### config.mk
export PLATFORM = sky130hd
export DESIGN_NAME = forth_boot_ctrl
export DESIGN_NICKNAME = d
export VERILOG_FILES = /design/src/rtl/forth_boot_ctrl.sv
export SDC_FILE = /design/constraint.sdc
export NUM_CORES = 1
export LEC_CHECK = 0
export ABC_AREA = 1
export CELL_PAD_IN_SITES_DETAIL_PLACEMENT = 0
export CELL_PAD_IN_SITES_GLOBAL_PLACEMENT = 1
export CORE_MARGIN = 2
export CORE_UTILIZATION = 39
export DETAILED_ROUTE_END_ITERATION = 10
export GPL_ROUTABILITY_DRIVEN = 0
export GPL_TIMING_DRIVEN = 0
export PLACE_DENSITY = 0.87
export REMOVE_ABC_BUFFERS = 1
export SLEW_MARGIN = 10
export SYNTH_ARGS = -nofsm -noshare
export SYNTH_HDL_FRONTEND = slang
export SYNTH_SLANG_ARGS = --single-unit
### constraint.sdc
create_clock -name i_clk -period 2.5 [get_ports i_clk]
set_clock_uncertainty 0.2 [all_clocks]
set_input_delay 0.5 -clock i_clk [delete_from_list [all_inputs] [get_ports i_clk]]
set_output_delay 0.5 -clock i_clk [all_outputs]
set_load 0.01 [all_outputs]
### src/rtl/forth_boot_ctrl.sv
// forth_boot_ctrl: holds the forth core in reset while a framed, checksummed
// program image streams into imem, then releases the core on a checksum match.
module forth_boot_ctrl #(
    parameter int IADDR_W = 10,
    parameter int WORD_W  = 16
) (
    input  logic               i_clk,
    input  logic               i_reset,
    input  logic               i_in_valid,
    input  logic [WORD_W-1:0]  i_in_data,
    output logic               o_in_ready,
    input  logic               i_reboot,
    output logic               o_imem_we,
    output logic [IADDR_W-1:0] o_imem_waddr,
    output logic [WORD_W-1:0]  o_imem_wdata,
    output logic               o_core_reset,
    output logic               o_boot_done,
    output logic               o_boot_err
);
    typedef enum logic [2:0] {S_HDR, S_LOAD, S_CSUM, S_RUN, S_ERR} state_t;
    localparam longint unsigned MAX_N = 64'd1 << IADDR_W;

    state_t             r_state, w_state_nx;
    logic [IADDR_W:0]   r_rem, w_rem_nx;
    logic [IADDR_W-1:0] r_addr, w_addr_nx;
    logic [WORD_W-1:0]  r_sum, w_sum_nx;
    logic               r_we, w_wr, w_acc, w_big;
    logic [IADDR_W-1:0] r_waddr;
    logic [WORD_W-1:0]  r_wdata;

    assign o_in_ready   = ~i_reset & (r_state != S_RUN);
    assign w_acc        = i_in_valid & o_in_ready;
    assign w_big        = 64'(i_in_data) > MAX_N;
    assign o_imem_we    = r_we;
    assign o_imem_waddr = r_waddr;
    assign o_imem_wdata = r_wdata;
    assign o_core_reset = r_state != S_RUN;
    assign o_boot_done  = r_state == S_RUN;
    assign o_boot_err   = r_state == S_ERR;

    // ERR accepts the next word as a fresh header, so it shares the HDR branch
    always_comb begin
        w_state_nx = r_state;
        w_rem_nx   = r_rem;
        w_addr_nx  = r_addr;
        w_sum_nx   = r_sum;
        w_wr       = 1'b0;
        case (r_state)
            S_HDR, S_ERR: if (w_acc) begin
                w_state_nx = w_big ? S_ERR : (i_in_data == '0 ? S_CSUM : S_LOAD);
                w_rem_nx   = i_in_data[IADDR_W:0];
                w_addr_nx  = '0;
                w_sum_nx   = '0;
            end
            S_LOAD: if (w_acc) begin
                w_wr       = 1'b1;
                w_sum_nx   = r_sum + i_in_data;
                w_addr_nx  = r_addr + IADDR_W'(1);
                w_rem_nx   = r_rem - (IADDR_W+1)'(1);
                w_state_nx = (r_rem == (IADDR_W+1)'(1)) ? S_CSUM : S_LOAD;
            end
            S_CSUM: if (w_acc) w_state_nx = (i_in_data == r_sum) ? S_RUN : S_ERR;
            S_RUN: if (i_reboot) begin
                w_state_nx = S_HDR;
                w_rem_nx   = '0;
                w_addr_nx  = '0;
                w_sum_nx   = '0;
            end
            default: w_state_nx = S_HDR;
        endcase
    end

    always_ff @(posedge i_clk) begin
        if (i_reset) begin
            r_state <= S_HDR;
            r_rem   <= '0;
            r_addr  <= '0;
            r_sum   <= '0;
            r_we    <= 1'b0;
            r_waddr <= '0;
            r_wdata <= '0;
        end else begin
            r_state <= w_state_nx;
            r_rem   <= w_rem_nx;
            r_addr  <= w_addr_nx;
            r_sum   <= w_sum_nx;
            r_we    <= w_wr;
            if (w_wr) begin
                r_waddr <= r_addr;
                r_wdata <= i_in_data;
            end
        end
    end
endmodule

### Yosys cells after proc, flatten, opt, wreduce, memory -nomap -nowiden

Index checks and enable logic that the tools add are counted.

* word-level logic and storage cells: 54
* output and inout bits: 31
* input port bits: 20
* bits in registers: 67

* bitwise logic cells: 3
* reductions and logical operators: 6
* magnitude comparators: 1
* muxes and demuxes: 23
* eq/ne operators: 11
* add/subtract/negate cells: 3

Operators with widths (number)
* $mux 16: 3
* $pmux 16 s3: 1
* $mux 11: 3
* $pmux 11 s3: 1
* $mux 10: 3
* $pmux 10 s3: 1
* $mux 3: 6
* $add 16x16->16: 1
* $eq 16x16->1: 1
* $gt 16x11->1 const B: 1
* $logic_not 16->1: 1
* $pmux 3 s4: 1
* $eq 11x1->1 const B: 1
* $sub 11x1->11 const B: 1
* $add 10x1->10 const B: 1
* $ne 2x2->1 const B: 4
* $reduce_and 4->1: 2
* $eq 3x2->1 const B: 2
* $mux 2: 2
* $eq 3x1->1 const B: 1
* $eq 3x3->1 const B: 1
* $logic_not 3->1: 1
* $ne 3x2->1 const B: 1
* $reduce_bool 3->1: 1
* 4 further kinds: 6

### Longest topological paths before layout

* depth after elaboration: 5
* gate-level depth with buffers: 11
* gate-level depth less buffers: 11

### Worst setup path before layout

OpenSTA, ideal clock, no wires.

* path kind: input to register
* from: in i_in_data[2]
* to: reg r_sum[7]
* path buffers: 0
* setup time: 0.132 ns
* required time: 2.168 ns
* arrival: 1.672 ns
* path slack: 0.496 ns
* stages on the path: 7
* cell sequence: ha_1 -> or2_2 -> nand3_1 -> nand2_1 -> or2_2 -> nand3_1 -> a21oi_1

* longest elaborated chain between the ends: 3

RTL lines
* start: declaration: line 10 `input logic [WORD_W-1:0] i_in_data,`
* $add 16x16->16: line 57 `w_sum_nx = r_sum + i_in_data;`
* $mux 16: line 55 `S_LOAD: if (w_acc) begin`
* $pmux 16 s3: line 48 `case (r_state)`
* end signal: assignment: line 86 `r_sum <= w_sum_nx;`
* end: declaration: line 26 `logic [WORD_W-1:0] r_sum, w_sum_nx;`

No other way between the ends. The select of a mux whose other input is x is not followed.
A chain may end at the register's enable or synchronous reset.

### Worst setup path in the final report

* from: reg r_state[1]
* to: out o_boot_err

* longest elaborated chain between the ends: 1

RTL lines
* start: declaration: line 23 `state_t r_state, w_state_nx;`
* start signal: assignment: line 83 `r_state <= w_state_nx;`
* $eq 3x3->1: line 39 `assign o_boot_err = r_state == S_ERR;`
* end: declaration: line 18 `output logic o_boot_err`

No other way between the ends.

==> results.yml <==
outcome:
  outcome: "finished clean"
logic_synthesis:
  async_flop_share: 0
  syn_area_per_cell_um2: 6.344
  syn_inst: 637
  synth.yosys.seq_area_share: 0.3319
  synth-seq-cells: 67
  ys_types: 30
  yosysWarnings: 0
  netlist_area_um2: 4041
  synth_enable_flop_cells: 0
  synth-main-ff-cell: "dfxtp_1"
sta:
  fmax_mhz: 414.3
  rsz0062_at_grt: "no"
  setup_viol: 0
  hold_viol: 0
  slew_headroom: 0.6441
  layout_setup_ws_ns: 0.08640
  fin_crit_sh: 0.9654
  slew_violations: 0
  worst_pin_slew_ns: 0.5309
  min_period_ns: 2.414
die:
  fp.dieArea_um2: 11190
  die_x_um: 105.8
  core_area_um2: 10180
  fp-row-count: 37
  io_pins: 51
  start_util: 0.3968
  dieHeight_um: 105.8
setup_path:
  path_max_fanout: 4
  cp_cell_sequence: "nor2_4 > inv_1 > nor2_1 > clkdlybuf4s50_1"
  timing.rr.start: "r_state[1]"
  criticalPathCategory: "flip-flop to primary output"
  max_stage_delay_ns: 0.55
  startpoint: "r_state[1]"
  setup.worst_path.start_class: "flip-flop"
  crit_slowest_cell: "clkdlybuf4s50_1"
  r2r_cells: 8
  worst-endpoint-arrival_ns: 1.71
  end_kind: "primary output"
  required_ns: 1.80
routing:
  first_pass_iters: 5
  wl_met1_mm: 4.895
  drcViolationCount: 0
  routedWlPerCell_um: 13.21
  num_vias: 4066
  drt_wl_total_mm: 10.92
  drt-initial-drc-count: 203
  avgViaCountPerCell: 4.923
  wl_met2_mm: 5.454
  top_layer_used: "met4"
  ant_nets: 0
  wl_met3_um: 374
clocking:
  insertion_delay_ns: 0.35
  cts-buffers-inserted: 9
  cts_max_path_buffers: 2
  cts_tree: "done"
  htreeDepth: 3
  numClockSinks: 67
  cts_hold_buf: 0
  cts_root_buf: "clkbuf_8"
  clkTransAtPathRegs_ns: 0.09
power:
  power.density_nw_per_um2: 477.7
  irDropWorstVdd_mv: 0.2088
  p_leak_nw: 2.176
placement:
  port_buffers: 50
  pre_cts_ws_ns: -1.367
  hpwl_mm: 7.624
  placed_area_um2: 4602
grt:
  global_route.usage.total: 0.2021
  overflow: 0
  antenna_found_initial: 0
  grt_max_degree: 49
  grt_pass1_vias: 3861
  grt_first_pass_wirelength_mm: 18.04
finish:
  nets: 724
  area_delta_synth_final_pct: 21.42
  drive_above_1_share: 0.06957
  final.fill_count: 1063
  design_area_um2: 4907
  diodes: 0
run:
  maxCapViolations: 0
worst_hold_path:
  worstHoldStart: "o_imem_wdata[6]"
  hold_path.class: "flip-flop to flip-flop"
  hold_path_depth: 2
metal layers:
| layer | GRT usage | vias to the layer above |
|---|---|---|
| li1 | - | 2128 |
| met1 | 0.2454 | 1857 |
| met2 | 0.3539 | 66 |
| met3 | 0.03340 | 15 |
| met4 | 0.08177 | 0 |
| met5 | 0 | - |
synth_stat cells (all sizes together), types with 2 or more instances:
master / instances / area, um^2
ha: 18 / 225.2
xnor2: 4 / 35.03
dfxtp: 67 / 1341
buf: 13 / 95.08
o21ai: 36 / 183.9
nand2: 189 / 731.9
nor2: 67 / 269.0
clkbuf: 8 / 30.03
nand3b: 5 / 37.54
nand4: 6 / 37.54
nand3: 47 / 240.2
a21oi: 71 / 355.3
nor3: 8 / 40.04
or2: 5 / 31.28
a211oi: 2 / 15.01
inv: 85 / 319.1
power by group:
| part | leakage [nW] | switching (mW) | internal [mW] |
|---|---|---|---|
| clock network | 0.103 | 0.486 | 0.476 |
| logic | 1.53 | 0.182 | 0.104 |
| registers | 0.543 | 0.0134 | 1.08 |
repair_timing:
action / CTS / global route
gates cloned: 1 / 0
buffers inserted: 0 / 6
pin swaps: 0 / 2
gates resized for setup: 9 / 4
endpoints found under the setup margin: 61 / 20
critical path: cells and delay by family (launching register included):
family	cells	cell delay, ns
buffers and inverters	2	0.64
DFF	1	0.41
and+or+nand+nor	2	0.31
cells by family after synthesis:
family,synth area share
flip-flops,0.3319
XOR/XNOR,0.008668
AO/OA/AOI/OAI,0.1440
AND/OR/NAND/NOR,0.3449
buffers and inverters,0.1099
adder cells (fa/ha/maj),0.06068
registers in the layout, summed over array words and instances, names as in the netlist:
name	cells
o_imem_wdata	16
r_sum	16
r_rem	11
o_imem_waddr	10
r_addr	10
r_state	3
o_imem_we	1
area by class of cell:
type,instances,area (um^2),share of cell area
Clock buffer,9,123.9,0.02524
Clock inverter,7,80.08,0.01632
Inverter,85,336.6,0.06859
Multi-Input combinational cell,464,2287,0.4661
Sequential cell,67,1344,0.2738
Tap cell,136,170.2,0.03468
Timing Repair Buffer,57,560.5,0.1142
Timing Repair inverter,1,5.005,0.001020
final timing paths:
check                                       end  slack, ns
worst max-delay path                 o_boot_err       0.09
worst min-delay path            o_imem_wdata[6]       0.27
worst max register to register         r_rem[8]       0.33
worst min register to register  o_imem_wdata[6]       0.27
layout by cell type (no fill, tap or decap), types with 2 or more instances in the layout:
cell type        instances
a211oi_1                 2
a21oi_1                 71
buf_4                    6
clkbuf_8                 9
clkdlybuf4s50_1         49
clkinvlp_4               2
dfxtp_1                 65
dfxtp_2                  2
ha_1                    18
inv_1                   81
inv_2                    2
inv_6                    3
nand2_1                184
nand2_4                  3
nand3_1                 45
nand3_2                  2
nand3b_1                 5
nand4_1                  6
nor2_1                  63
nor2_4                   3
nor3_1                   8
o21ai_0                 35
or2_2                    5
xnor2_1                  4
per-stage QoR:
step	TNS, ns	instances	hold WS [ns]	power (mW)	util
floorplan	0	616	0.2386	1.282	-
global placement	-178.79	802	0.2508	1.388	0.4504
detailed placement	-65.28	803	0.2560	1.397	0.4518
CTS	0	820	0.2685	2.373	0.4764
global route	0	826	0.2915	2.468	0.4818
finish	0	826	0.2660	2.344	0.4818
No activity file was read; power rests on OpenSTA's default activity.
